$ cat config.mk
export PLATFORM = sky130hd
export DESIGN_NAME = fifo_ctrl
export DESIGN_NICKNAME = d
export VERILOG_FILES = /design/src/rtl/fifo_ctrl.sv
export SDC_FILE = /design/constraint.sdc
export NUM_CORES = 1
export LEC_CHECK = 0
export ABC_AREA = 0
export BUFFER_PORTS_ARGS = -buffer_cell sky130_fd_sc_hd__buf_2
export CORE_UTILIZATION = 45
export CTS_CLUSTER_DIAMETER = 60
export DETAILED_ROUTE_END_ITERATION = 10
export PLACE_DENSITY_LB_ADDON = 0.08
export REMOVE_ABC_BUFFERS = 1
export SETUP_SLACK_MARGIN = 0.2
export SYNTH_ARGS = -nofsm -noshare
export SYNTH_HDL_FRONTEND = slang
export SYNTH_SLANG_ARGS = --single-unit
export TNS_END_PERCENT = 100
$ cat constraint.sdc
create_clock -name clk -period 2.9 [get_ports clk]
set_input_delay 0.58 -clock clk [delete_from_list [all_inputs] [get_ports clk]]
set_output_delay 0.58 -clock clk [all_outputs]
set_load 0.005 [all_outputs]
$ cat src/rtl/fifo_ctrl.sv
// fifo_ctrl: pointer/flag controller for a dual-port buffer with 1-cycle registered read.
//
// Turns producer push and consumer pop requests into write/read enables and addresses for
// the buffer. Tracks occupancy, full/empty and programmable almost-full/almost-empty flags.
// A refused push (while full) or a pop while empty is latched as overflow/underflow and parks
// the controller in an error state until err_clr.
//
// Ports:
//   clk, reset_L        clock (posedge), asynchronous active-low reset
//   push, pop           producer write request / consumer read request
//   umbral_alto         almost-full threshold in entries (almost_full = count >= umbral_alto)
//   umbral_bajo         almost-empty threshold in entries (almost_empty = count <= umbral_bajo)
//   err_clr             clears the error state and its sticky flags at the next edge
//   write, read         buffer enables, combinational so the buffer acts on the same edge
//   addressW, addressR  buffer write/read pointers
//   valid_out           buffer data_out holds a popped word this cycle
//   count               occupancy, 0..MEM_LENGTH
//   full, empty         count == MEM_LENGTH / count == 0
//   almost_full/empty   threshold flags, combinational from the registered count
//   overflow, underflow sticky error causes
//   error               controller is in the error state
module fifo_ctrl #(
  parameter int unsigned ADDR_WIDTH = 3,
  parameter int unsigned MEM_LENGTH = 1 << ADDR_WIDTH
) (
  input  logic                  clk,
  input  logic                  reset_L,
  input  logic                  push,
  input  logic                  pop,
  input  logic [ADDR_WIDTH:0]   umbral_alto,
  input  logic [ADDR_WIDTH:0]   umbral_bajo,
  input  logic                  err_clr,
  output logic                  write,
  output logic                  read,
  output logic [ADDR_WIDTH-1:0] addressW,
  output logic [ADDR_WIDTH-1:0] addressR,
  output logic                  valid_out,
  output logic [ADDR_WIDTH:0]   count,
  output logic                  full,
  output logic                  empty,
  output logic                  almost_full,
  output logic                  almost_empty,
  output logic                  overflow,
  output logic                  underflow,
  output logic                  error
);

  localparam int unsigned CntW = ADDR_WIDTH + 1;
  localparam logic [ADDR_WIDTH:0]   CountFull = CntW'(MEM_LENGTH);
  localparam logic [ADDR_WIDTH-1:0] PtrLast   = ADDR_WIDTH'(MEM_LENGTH - 1);

  typedef enum logic [1:0] {
    StVacio,
    StActivo,
    StLleno,
    StError
  } state_e;

  state_e                state_q, state_d;
  logic [ADDR_WIDTH-1:0] wptr_q, wptr_d;
  logic [ADDR_WIDTH-1:0] rptr_q, rptr_d;
  logic [ADDR_WIDTH:0]   count_q, count_d;
  logic                  valid_q;
  logic                  ovf_q, ovf_d;
  logic                  unf_q, unf_d;

  logic accept_w, accept_r;
  logic ovf_req, unf_req;

  function automatic state_e decode_count(input logic [ADDR_WIDTH:0] c);
    if (c == '0) begin
      return StVacio;
    end else if (c == CountFull) begin
      return StLleno;
    end else begin
      return StActivo;
    end
  endfunction

  function automatic logic [ADDR_WIDTH-1:0] ptr_inc(input logic [ADDR_WIDTH-1:0] p);
    return (p == PtrLast) ? '0 : p + 1'b1;
  endfunction

  // Which requests the current state is willing to take.
  always_comb begin
    accept_w = 1'b0;
    accept_r = 1'b0;
    unique case (state_q)
      StVacio: begin
        accept_w = 1'b1;
      end
      StActivo: begin
        accept_w = 1'b1;
        accept_r = 1'b1;
      end
      StLleno: begin
        // A push while full only fits if a pop frees the slot on the same edge.
        accept_w = pop;
        accept_r = 1'b1;
      end
      StError: begin
        accept_w = 1'b0;
        accept_r = 1'b0;
      end
      default: begin
        accept_w = 1'b0;
        accept_r = 1'b0;
      end
    endcase
  end

  // Gated by reset so the buffer never sees an enable while the controller is held in reset.
  assign write = reset_L & push & accept_w;
  assign read  = reset_L & pop & accept_r;

  assign ovf_req = push & ~accept_w & (state_q != StError);
  assign unf_req = pop & (state_q == StVacio);

  always_comb begin
    count_d = count_q + CntW'(write) - CntW'(read);
    wptr_d  = write ? ptr_inc(wptr_q) : wptr_q;
    rptr_d  = read  ? ptr_inc(rptr_q) : rptr_q;
    state_d = state_q;
    ovf_d   = ovf_q;
    unf_d   = unf_q;
    if (state_q == StError) begin
      if (err_clr) begin
        state_d = decode_count(count_q);
        ovf_d   = 1'b0;
        unf_d   = 1'b0;
      end
    end else if (ovf_req || unf_req) begin
      // Error entry wins over the count decode; an accompanying push into an empty buffer
      // has still been accepted and is reflected in count_d.
      state_d = StError;
      ovf_d   = ovf_q | ovf_req;
      unf_d   = unf_q | unf_req;
    end else begin
      state_d = decode_count(count_d);
    end
  end

  always_ff @(posedge clk or negedge reset_L) begin
    if (!reset_L) begin
      state_q <= StVacio;
      wptr_q  <= '0;
      rptr_q  <= '0;
      count_q <= '0;
      valid_q <= 1'b0;
      ovf_q   <= 1'b0;
      unf_q   <= 1'b0;
    end else begin
      state_q <= state_d;
      wptr_q  <= wptr_d;
      rptr_q  <= rptr_d;
      count_q <= count_d;
      // Buffer read data appears one cycle after the read enable.
      valid_q <= read;
      ovf_q   <= ovf_d;
      unf_q   <= unf_d;
    end
  end

  assign addressW     = wptr_q;
  assign addressR     = rptr_q;
  assign valid_out    = valid_q;
  assign count        = count_q;
  assign full         = (count_q == CountFull);
  assign empty        = (count_q == '0);
  assign almost_full  = (count_q >= umbral_alto);
  assign almost_empty = (count_q <= umbral_bajo);
  assign overflow     = ovf_q;
  assign underflow    = unf_q;
  assign error        = (state_q == StError);

endmodule

After elaboration in Yosys (flattened, before gate mapping)
Index checks and enable logic that the tools add are counted.
{"block": "word_totals", "input_bits": 13, "reg_bits": 15, "elab_cells": 56}
{"block": "classes", "n_reduce_logical": 8, "add_sub_neg": 4, "n_lt_le_gt_ge": 2, "bitwise_logic": 10, "n_mux": 16, "n_eq_ne": 9}
{"operator": "$mux 2", "n": 7}
{"operator": "$eq 4x4->1 const B", "n": 2}
{"operator": "$logic_not 4->1", "n": 2}
{"operator": "$and 1x1->1", "n": 7}
{"operator": "$add 3x1->3 const B", "n": 2}
{"operator": "$eq 3x3->1 const B", "n": 2}
{"operator": "$mux 1", "n": 6}
{"operator": "$mux 3", "n": 2}
{"operator": "$add 4x1->4", "n": 1}
{"operator": "$eq 2x2->1 const B", "n": 2}
{"operator": "$ge 4x4->1", "n": 1}
{"operator": "$le 4x4->1", "n": 1}
{"operator": "$ne 2x2->1 const B", "n": 2}
{"operator": "$reduce_or 2->1", "n": 2}
{"operator": "$sub 4x1->4", "n": 1}
{"operator": "$pmux 1 s3", "n": 1}
{"operator": "$eq 2x1->1 const B", "n": 1}
{"operator": "$logic_not 2->1", "n": 1}
{"operator": "$or 1x1->1", "n": 2}
{"operator": "$reduce_and 2->1", "n": 1}
{"operator": "$reduce_bool 2->1", "n": 1}
{"operator": "$logic_or 1x1->1", "n": 1}
{"operator": "$not 1->1", "n": 1}

Longest topological paths before layout
Gate-level depths: netlist of run 1.
{"block": "logic_depth", "ltp_word": 11, "ltp_mapped": 13, "depth_no_buf": 13}

Worst setup path before layout of run 1
Ideal clock, no wire load.
{"block": "synth_timing", "path_type": "reg-to-reg", "from": "reg state_q[0]", "to": "reg state_q[0]", "slack_ps": 90, "path_buffers": 0, "period_less_slack_ps": 2810, "arrival_time_ps": 2677, "stages_incl_launch_ff": 14, "path_cell_list": "dfrtp_1 > inv_1 > ha_1 > nand3_1 > inv_1 > ha_1 > inv_1 > ha_1 > inv_1 > fa_1 > clkinv_1 > or4_4 > a211oi_2 > a21oi_1"}
{"block": "synth_between", "word_cells_on_any_way": 25, "cone_classes": "add/sub: 2; eq/ne: 6; mux: 6; bitwise: 6; reduce/logical: 5"}
{"element": "from (decl)", "line": "59", "text": "state_e state_q, state_d;"}
{"element": "from (signal assigned)", "line": "145", "text": "state_q <= StVacio;"}
{"element": "from (signal assigned)", "line": "153", "text": "state_q <= state_d;"}
{"element": "$eq 2x2->1 or $eq 2x1->1 (tied branches)", "line": "88", "text": "unique case (state_q)"}
{"element": "$reduce_or 2->1 (no line) *"}
{"element": "$mux 1 *", "line": "88"}
{"element": "$and 1x1->1 *", "line": "114", "text": "assign read = reset_L & pop & accept_r;"}
{"element": "via read", "line": "34", "text": "output logic read,"}
{"element": "$sub 4x1->4 *", "line": "120", "text": "count_d = count_q + CntW'(write) - CntW'(read);"}
{"element": "via count_d[1]", "line": "62", "text": "logic [ADDR_WIDTH:0] count_q, count_d;"}
{"element": "$eq 4x4->1", "line": "73", "text": "end else if (c == CountFull) begin"}
{"element": "$mux 2", "line": "73"}
{"element": "$mux 2 *", "line": "71", "text": "if (c == '0) begin"}
{"element": "$mux 2 *", "line": "132", "text": "end else if (ovf_req || unf_req) begin"}
{"element": "$mux 2 *", "line": "126", "text": "if (state_q == StError) begin"}
The timed path passes the listed nets; every way through them passes the cells marked *.
A chain may end at the register's enable or synchronous reset.

Worst setup path after layout of run 1
{"block": "layout_timing", "from": "reg state_q[0]", "to": "reg state_q[0]"}
{"block": "layout_between", "elab_chain_cells": 11, "word_cells_on_any_way": 25, "cone_classes": "add/sub: 2; eq/ne: 6; mux: 6; bitwise: 6; reduce/logical: 5"}
{"element": "$eq 2x1->1 or $logic_not 2->1 (tied branches)", "line": "88"}
{"element": "$reduce_or 2->1 (no line)"}
{"element": "$pmux 1 s3", "line": "88"}
{"element": "$and 1x1->1", "line": "113", "text": "assign write = reset_L & push & accept_w;"}
{"element": "$add 4x1->4", "line": "120"}
{"element": "$sub 4x1->4 *", "line": "120"}
{"element": "via count_d[1]", "line": "62"}
{"element": "$eq 4x4->1", "line": "73"}
{"element": "$mux 2", "line": "73"}
{"element": "$mux 2 *", "line": "71"}
{"element": "$mux 2 *", "line": "132"}
{"element": "$mux 2 *", "line": "126"}
Marked as above.

==> flow_summary.toml, run 1 <==
[grt]
grt_start_max_net_pins = 17
grt-ovfl-total = 0
grt_util_all_layers_pct = 20.4
grt_pass1_vias = 844
grt_first_pass_wirelength_mm = 3.73
antenna_found_initial = 0

[yosys]
unique_masters_post_synth = 26
post_synth.cell_area_avg_um2 = 9.87
synth_fa_ha_area_share_pct = 27.0
synth.ff_latch_count = 15
sequential_area_share_after_synthesis_pct = 35.9
syn-cell-area_um2 = 1050
synth_top_family_by_area = "adder cells"
netlist_instances = 106
synth.yosys.warnings = 0
synth_mux_area_share_pct = 6.46
synth-compound-area-share_pct = 12.9
yosys.area_share.xor_xnor_pct = 1.67
simple_gate_share_of_the_synthesized_area_pct = 7.30

[route]
via_count = 890
antenna_left = 0
route.detailed.vias_per_inst = 4.94
total_length_of_routed_wires_mm = 2.22
drc = 0
post_drt_wl_per_cell_um = 12.3
detailedRoute.firstIterationViolations = 13
drt_first_pass_iters = 4

[setup_path]
worst-path-buf-inv = 5
critical-path-top-cell-by-count = "inv_2"
critPathLaunchType = "flip-flop"
path_class = "flip-flop to flip-flop"
endpoint_class_of_the_critical_path = "flip-flop"
cp.arrival_ns = 2.83
worst_path_dominant_cell_family = "adder cells"
worst-path-max-fanout = 2
timing.critical_path.cells = "inv_2, ha_4, nand3_2, inv_2, ha_4, inv_2, ha_4, inv_2, fa_1, clkinv_2, or4_4, a211oi_2, a21oi_1"
crit_required_ns = 3.08
critical_path.slowest_cell = "fa_1"
max_stage_delay_ns = 0.50

[power_and_ir_drop]
power.total_w = 0.00140
power_per_cell_area_nw_per_um2 = 999
total_leakage_power_nw = 0.773
worst_ir_drop_on_vdd_mv = 0.608

[cells_and_area]
layoutNonFillerInstCount = 180
area_growth_pct = 33.6
finish.utilization_pct = 63.8
antenna-diode-count = 0
design.final.nets = 188
drive_above_1_share_pct = 42.1

[timing]
final-max-slew-violation-count = 0
period_needed_ns = 2.65
min_period_over_period_pct = 91.3
final.setup_skew_ns = 0.00598
final_hold_viol_count = 0
timing.max_slew.rel_slack_pct = 79.6
grt_setup_unrepaired = "true"
slew_at_the_pin_closest_to_its_max_slew_limit_ns = 0.305
final.setup.worst_slack_ns = 0.252
tns_ns = 0
fmaxAchievable_mhz = 378
final_setup_viols = 0

[floorplanning]
floorplan.initialDensity_pct = 47.7
num_io_pins = 33
rows = 17
die_height_um = 50.2
die-area_um2 = 2520
floorplan.core_area_um2 = 2190
die-width_um = 50.2

[place]
placed_instances = 170
place_congestion = 0.806
dp_hpwl_mm = 1.68
place_worst_setup_slack_ns = -0.00745
io_buffer_count = 32

[cts]
total_number_of_clock_tree_sinks = 15
tritoncts = "yes"
cts.path.max_buffers = 2
clock_latency_ns = 0.29
number_of_buffers_inserted_during_clock_tree_synthesis = 3
clock-root-buffer = "clkbuf_4"
cts_h_tree_depth = 1
clkTransAtPathRegs_ns = 0.10
hold_buffers = 0

[worst_hold_path]
worstHoldPathType = "primary input to async pin"

[run]
maxCapViolCount = 0

[outcome]
result_of_the_run = "finished, final reports clean"
[worst reg2reg max path, stage by stage (launching register included)]
cell and delay, ns:
dfrtp_1 0.37, inv_2 0.07, ha_4 0.26, nand3_2 0.07, inv_2 0.09, ha_4 0.20, inv_2 0.06, ha_4 0.12
inv_2 0.03, fa_1 0.50, clkinv_2 0.07, or4_4 0.49, a211oi_2 0.15, a21oi_1 0.05
[repair_timing]
action,in CTS,in global routing
setup buffers,5,1
endpoints found under the hold margin,0,0
endpoints found under the setup margin,2,2
cloned,0,0
gates resized for setup,13,0
pin swaps,6,2
[registers in the layout, summed over array words and instances, names as in the netlist]
register   count
addressR       3
valid_out      1
state_q        2
overflow       1
addressW       3
count          4
underflow      1
[metrics by stage]
step | hold WS (ns) | cell area [um^2]
finish | 0.255 | 1400
global route | 0.250 | 1400
CTS | 0.259 | 1390
detailed placement | 0.511 | 1270
global placement | 0.504 | 1270
floorplan | 0.284 | 1040
[report_power, final]
part / switching (W) / total [W] / internal [W]
Clock: 0.0000722 / 0.000124 / 0.0000514
Sequential: 0.0000932 / 0.000406 / 0.000313
Combinational: 0.000413 / 0.000866 / 0.000453
[layout by cell type, fill, tap and decap left out, drive strengths merged]
master  instances
a211oi          2
a21boi          1
a21o            2
a21oi           6
a31oi           1
and2            1
and3            1
buf            43
clkbuf          3
clkinv          2
dfrtp          15
fa              1
ha             21
inv            22
mux2            5
nand2           4
nand3           1
nor2            6
nor3            2
o211ai          1
o21ai           6
o22ai           3
or4             1
xnor2           2
[metal layers]
| metal | up-vias | track usage (%) | share of wire [%] |
|---|---|---|---|
| li1 | 453 | - | - |
| met1 | 407 | 23.8 | 46 |
| met2 | 25 | 35.3 | 47 |
| met3 | 5 | 3.94 | 4.7 |
| met4 | 0 | 10.0 | 2.0 |
| met5 | - | 0 | 0 |
[cells by family after synthesis]
family	count (synthesis)
buffers and inverters	24
AOI/OAI and AO/OA	22
adders and majority gates	22
and+or+nand+nor	16
DFF	15
muxes	5
xor gates and xnor gates	2
[area by class of cell]
type | instances | area (um^2)
Clock buffer | 3 | 22.5
Clock inverter | 1 | 5.00
Fill cell | 179 | 793
Inverter | 23 | 87.6
Multi-Input combinational cell | 67 | 629
Sequential cell | 15 | 375
Tap cell | 28 | 35.0
Timing Repair Buffer | 43 | 243
[synth_stat cells, drive strengths merged]
cell / number / share of area [%]
buf: 1 / 0.48
o211ai: 1 / 0.72
clkinv: 1 / 0.36
and3: 1 / 0.60
a21o: 2 / 1.4
o21ai: 6 / 2.9
a31oi: 1 / 0.60
nor3: 2 / 0.96
fa: 1 / 1.9
a21boi: 1 / 0.72
and2: 1 / 0.60
mux2: 5 / 6.5
a211oi: 2 / 1.9
nand3: 1 / 0.48
a21oi: 6 / 2.9
or4: 1 / 1.1
xnor2: 2 / 1.7
nand2: 4 / 1.4
nor2: 6 / 2.2
dfrtp: 15 / 36
inv: 22 / 7.9
ha: 21 / 25
o22ai: 3 / 1.8
[worst paths after layout]
kind	start	endpoint	slack (ns)	cells after the start
max	state_q[0]	state_q[0]	0.25	13
min	reset_L	count[2]	0.26	2
max reg2reg	state_q[0]	state_q[0]	0.25	13
min reg2reg	addressR[2]	addressR[2]	0.53	1
max in group asynchronous	reset_L	state_q[1]	2.47	2
min in group clk	addressR[2]	addressR[2]	0.53	1
Power figures use the tool's default switching activity.
==> run 2, diff against run 1 <==
ABC_AREA = 1   (was 0)
CORE_UTILIZATION = 46   (was 45)
==> flow_summary.toml, run 2 <==
[yosys]
sequential_area_share_after_synthesis_pct = 33.2
syn-cell-area_um2 = 1130
synth.ff_latch_count = 15
synth.yosys.warnings = 0
netlist_instances = 146
netlist_top_cells_area = "dfrtp_1 33%, ha_1 23%, nand2_1 12%"
yosys_most_used_dff = "dfrtp_1"
unique_masters_post_synth = 18
synthArstFlopShare_pct = 100
synth_edf_count = 0
yosysMostFrequentCell = "nand2_1"
synthTopCellsByCount = "37 x nand2_1, 29 x inv_1, 21 x ha_1"
post_synth.cell_area_avg_um2 = 7.75
synth_top_cell_area_share_pct = 33.2
synth_largest_area_cell = "dfrtp_1"

[grt]
grt-ovfl-total = 0
grt_start_max_net_pins = 13
antenna_found_initial = 0
grt_util_all_layers_pct = 19.6
grt_first_pass_wirelength_mm = 3.82
grt_pass1_vias = 944

[floorplanning]
die_height_um = 51.6
die-area_um2 = 2660
rows = 17
floorplan.core_area_um2 = 2250
floorplan.initialDensity_pct = 50.2
die-width_um = 51.6
num_io_pins = 33

[timing]
grt_setup_unrepaired = "false"
tns_ns = 0
final_setup_viols = 0
fmaxAchievable_mhz = 403
min_period_over_period_pct = 85.5
final-max-slew-violation-count = 0
slew_at_the_pin_closest_to_its_max_slew_limit_ns = 0.307
timing.max_slew.rel_slack_pct = 79.5
final_hold_viol_count = 0
final.setup_skew_ns = 0.000382
period_needed_ns = 2.48

[cells_and_area]
antenna-diode-count = 0
area_growth_pct = 21.3
largest_register_ffs = 4
num-fill-cells = 212
finalInstanceArea_um2 = 1370
registers.top_by_ff_count = "count"
final_cell_mix = "37 x nand2_1, 32 x buf_2, 28 x inv_1"
drive_above_1_share_pct = 26.2
multi_input_comb_area_um2 = 652
layout.area.seq_um2 = 375
layout.cells.most_common = "nand2_1"
design.final.nets = 219

[worst_hold_path]
worstHoldPathType = "primary input to async pin"

[place]
place_area_um2 = 1330
dp_hpwl_mm = 1.90
place_congestion = 0.824
io_buffer_count = 32

[run]
maxCapViolCount = 0

[outcome]
result_of_the_run = "finished, final reports clean"

[cts]
clkTransAtPathRegs_ns = 0.09
cts_h_tree_depth = 1
postCtsSetupRepairBufs = 0
tritoncts = "yes"
total_number_of_clock_tree_sinks = 15
number_of_buffers_inserted_during_clock_tree_synthesis = 3
clock_latency_ns = 0.28
cts.path.max_buffers = 2
clock-root-buffer = "clkbuf_4"

[power_and_ir_drop]
worst_ir_drop_on_vdd_mv = 0.577
power_report.internal_total_w = 0.000693
power.share.switching_pct = 46.3
total_switching_power_w = 0.000597
clkPwrFrac_pct = 9.5
combinational_power_share_pct = 59.7
total_leakage_power_nw = 0.850
p_seq_share_pct = 30.8
power_per_cell_area_nw_per_um2 = 940

[route]
post_drt_wl_per_cell_um = 11.0
drt_first_pass_iters = 4
total_length_of_routed_wires_mm = 2.33
route.detailed.vias_per_inst = 4.84
detailedRoute.firstIterationViolations = 10
drc = 0
via_count = 1021
antenna_left = 0

[setup_path]
worst-path-buf-inv = 5
crit_required_ns = 3.13
critical-path-top-cell-by-count = "inv_1"
critPathLaunchType = "flip-flop"
endpoint_class_of_the_critical_path = "flip-flop"
critical_path.slowest_cell = "fa_1"
cp.arrival_ns = 2.71
max_stage_delay_ns = 0.47
path_class = "flip-flop to flip-flop"
timing.critical_path.cells = "inv_1, ha_1, nand3_2, inv_2, ha_1, inv_1, ha_1, inv_1, fa_1, inv_1, nor2_1, nand3_1, nor2_1, nand2_1, nand2_1"
worst_path_dominant_cell_family = "adder cells"
worst-path-max-fanout = 7
[run 2: area by class of cell]
cell class                      count  share of cell area (%)
Timing Repair Buffer               33                    12.2
Tap cell                           28                    2.55
Sequential cell                    15                    27.3
Inverter                           31                    8.48
Multi-Input combinational cell    100                    47.5
Clock buffer                        4                    1.91
[run 2: worst paths after layout]
path,start,to,slack [ns],cells after the start
min reg2reg,overflow,overflow,0.49,2
max in group asynchronous,reset_L,count[0],2.42,2
max,state_q[1],state_q[1],0.42,15
max reg2reg,state_q[1],state_q[1],0.42,15
min,reset_L,addressW[1],0.1,1
min in group clk,overflow,overflow,0.49,2
[run 2: what timing repair did]
action                                  CTS  global route
gates resized for setup                   0             3
endpoints found under the setup margin    0             2
hold buffers                              0             0
[run 2: per-stage QoR]
| stage | setup WS (ns) | utilization [%] | cells | hold WS, ns | power, W |
|---|---|---|---|---|---|
| 2_1_floorplan | 0.597 | - | 146 | 0.284 | 0.000899 |
| 3_3_place_gp | 0.444 | 59.2 | 207 | 0.403 | 0.00113 |
| 3_5_place_dp | 0.361 | 59.2 | 207 | 0.401 | 0.00117 |
| 4_1_cts | 0.362 | 60.3 | 211 | 0.0881 | 0.00130 |
| 5_1_grt | 0.191 | 60.9 | 211 | 0.0982 | 0.00145 |
| 6_report | 0.420 | 60.9 | 211 | 0.0994 | 0.00129 |
[run 2: cell families (layout without fill, tap and decap cells)]
logic type | count (synthesis) | count (layout) | synth area share (%)
AND/OR/NAND/NOR | 68 | 68 | 26.3
buffers and inverters | 31 | 68 | 10.3
adder cells (fa/ha/maj) | 22 | 22 | 25.0
flip-flops | 15 | 15 | 33.2
AO/OA/AOI/OAI | 10 | 10 | 5.20
[run 2: power groups by stage]
stage	Clock [W]	Sequential [W]	Combinational [W]
floorplan	0	0.000392	0.000508
global placement	0	0.000397	0.000731
detailed placement	0	0.000403	0.000766
CTS	0.000124	0.000400	0.000771
global route	0.000132	0.000413	0.000901
finish	0.000123	0.000397	0.000770
[run 2: per-layer routing]
layer	GRT usage, %	part of all wire [%]
met2	32.3	46
met5	0	0
met1	24.5	47
met3	4.39	5.7
met4	8.11	1.1
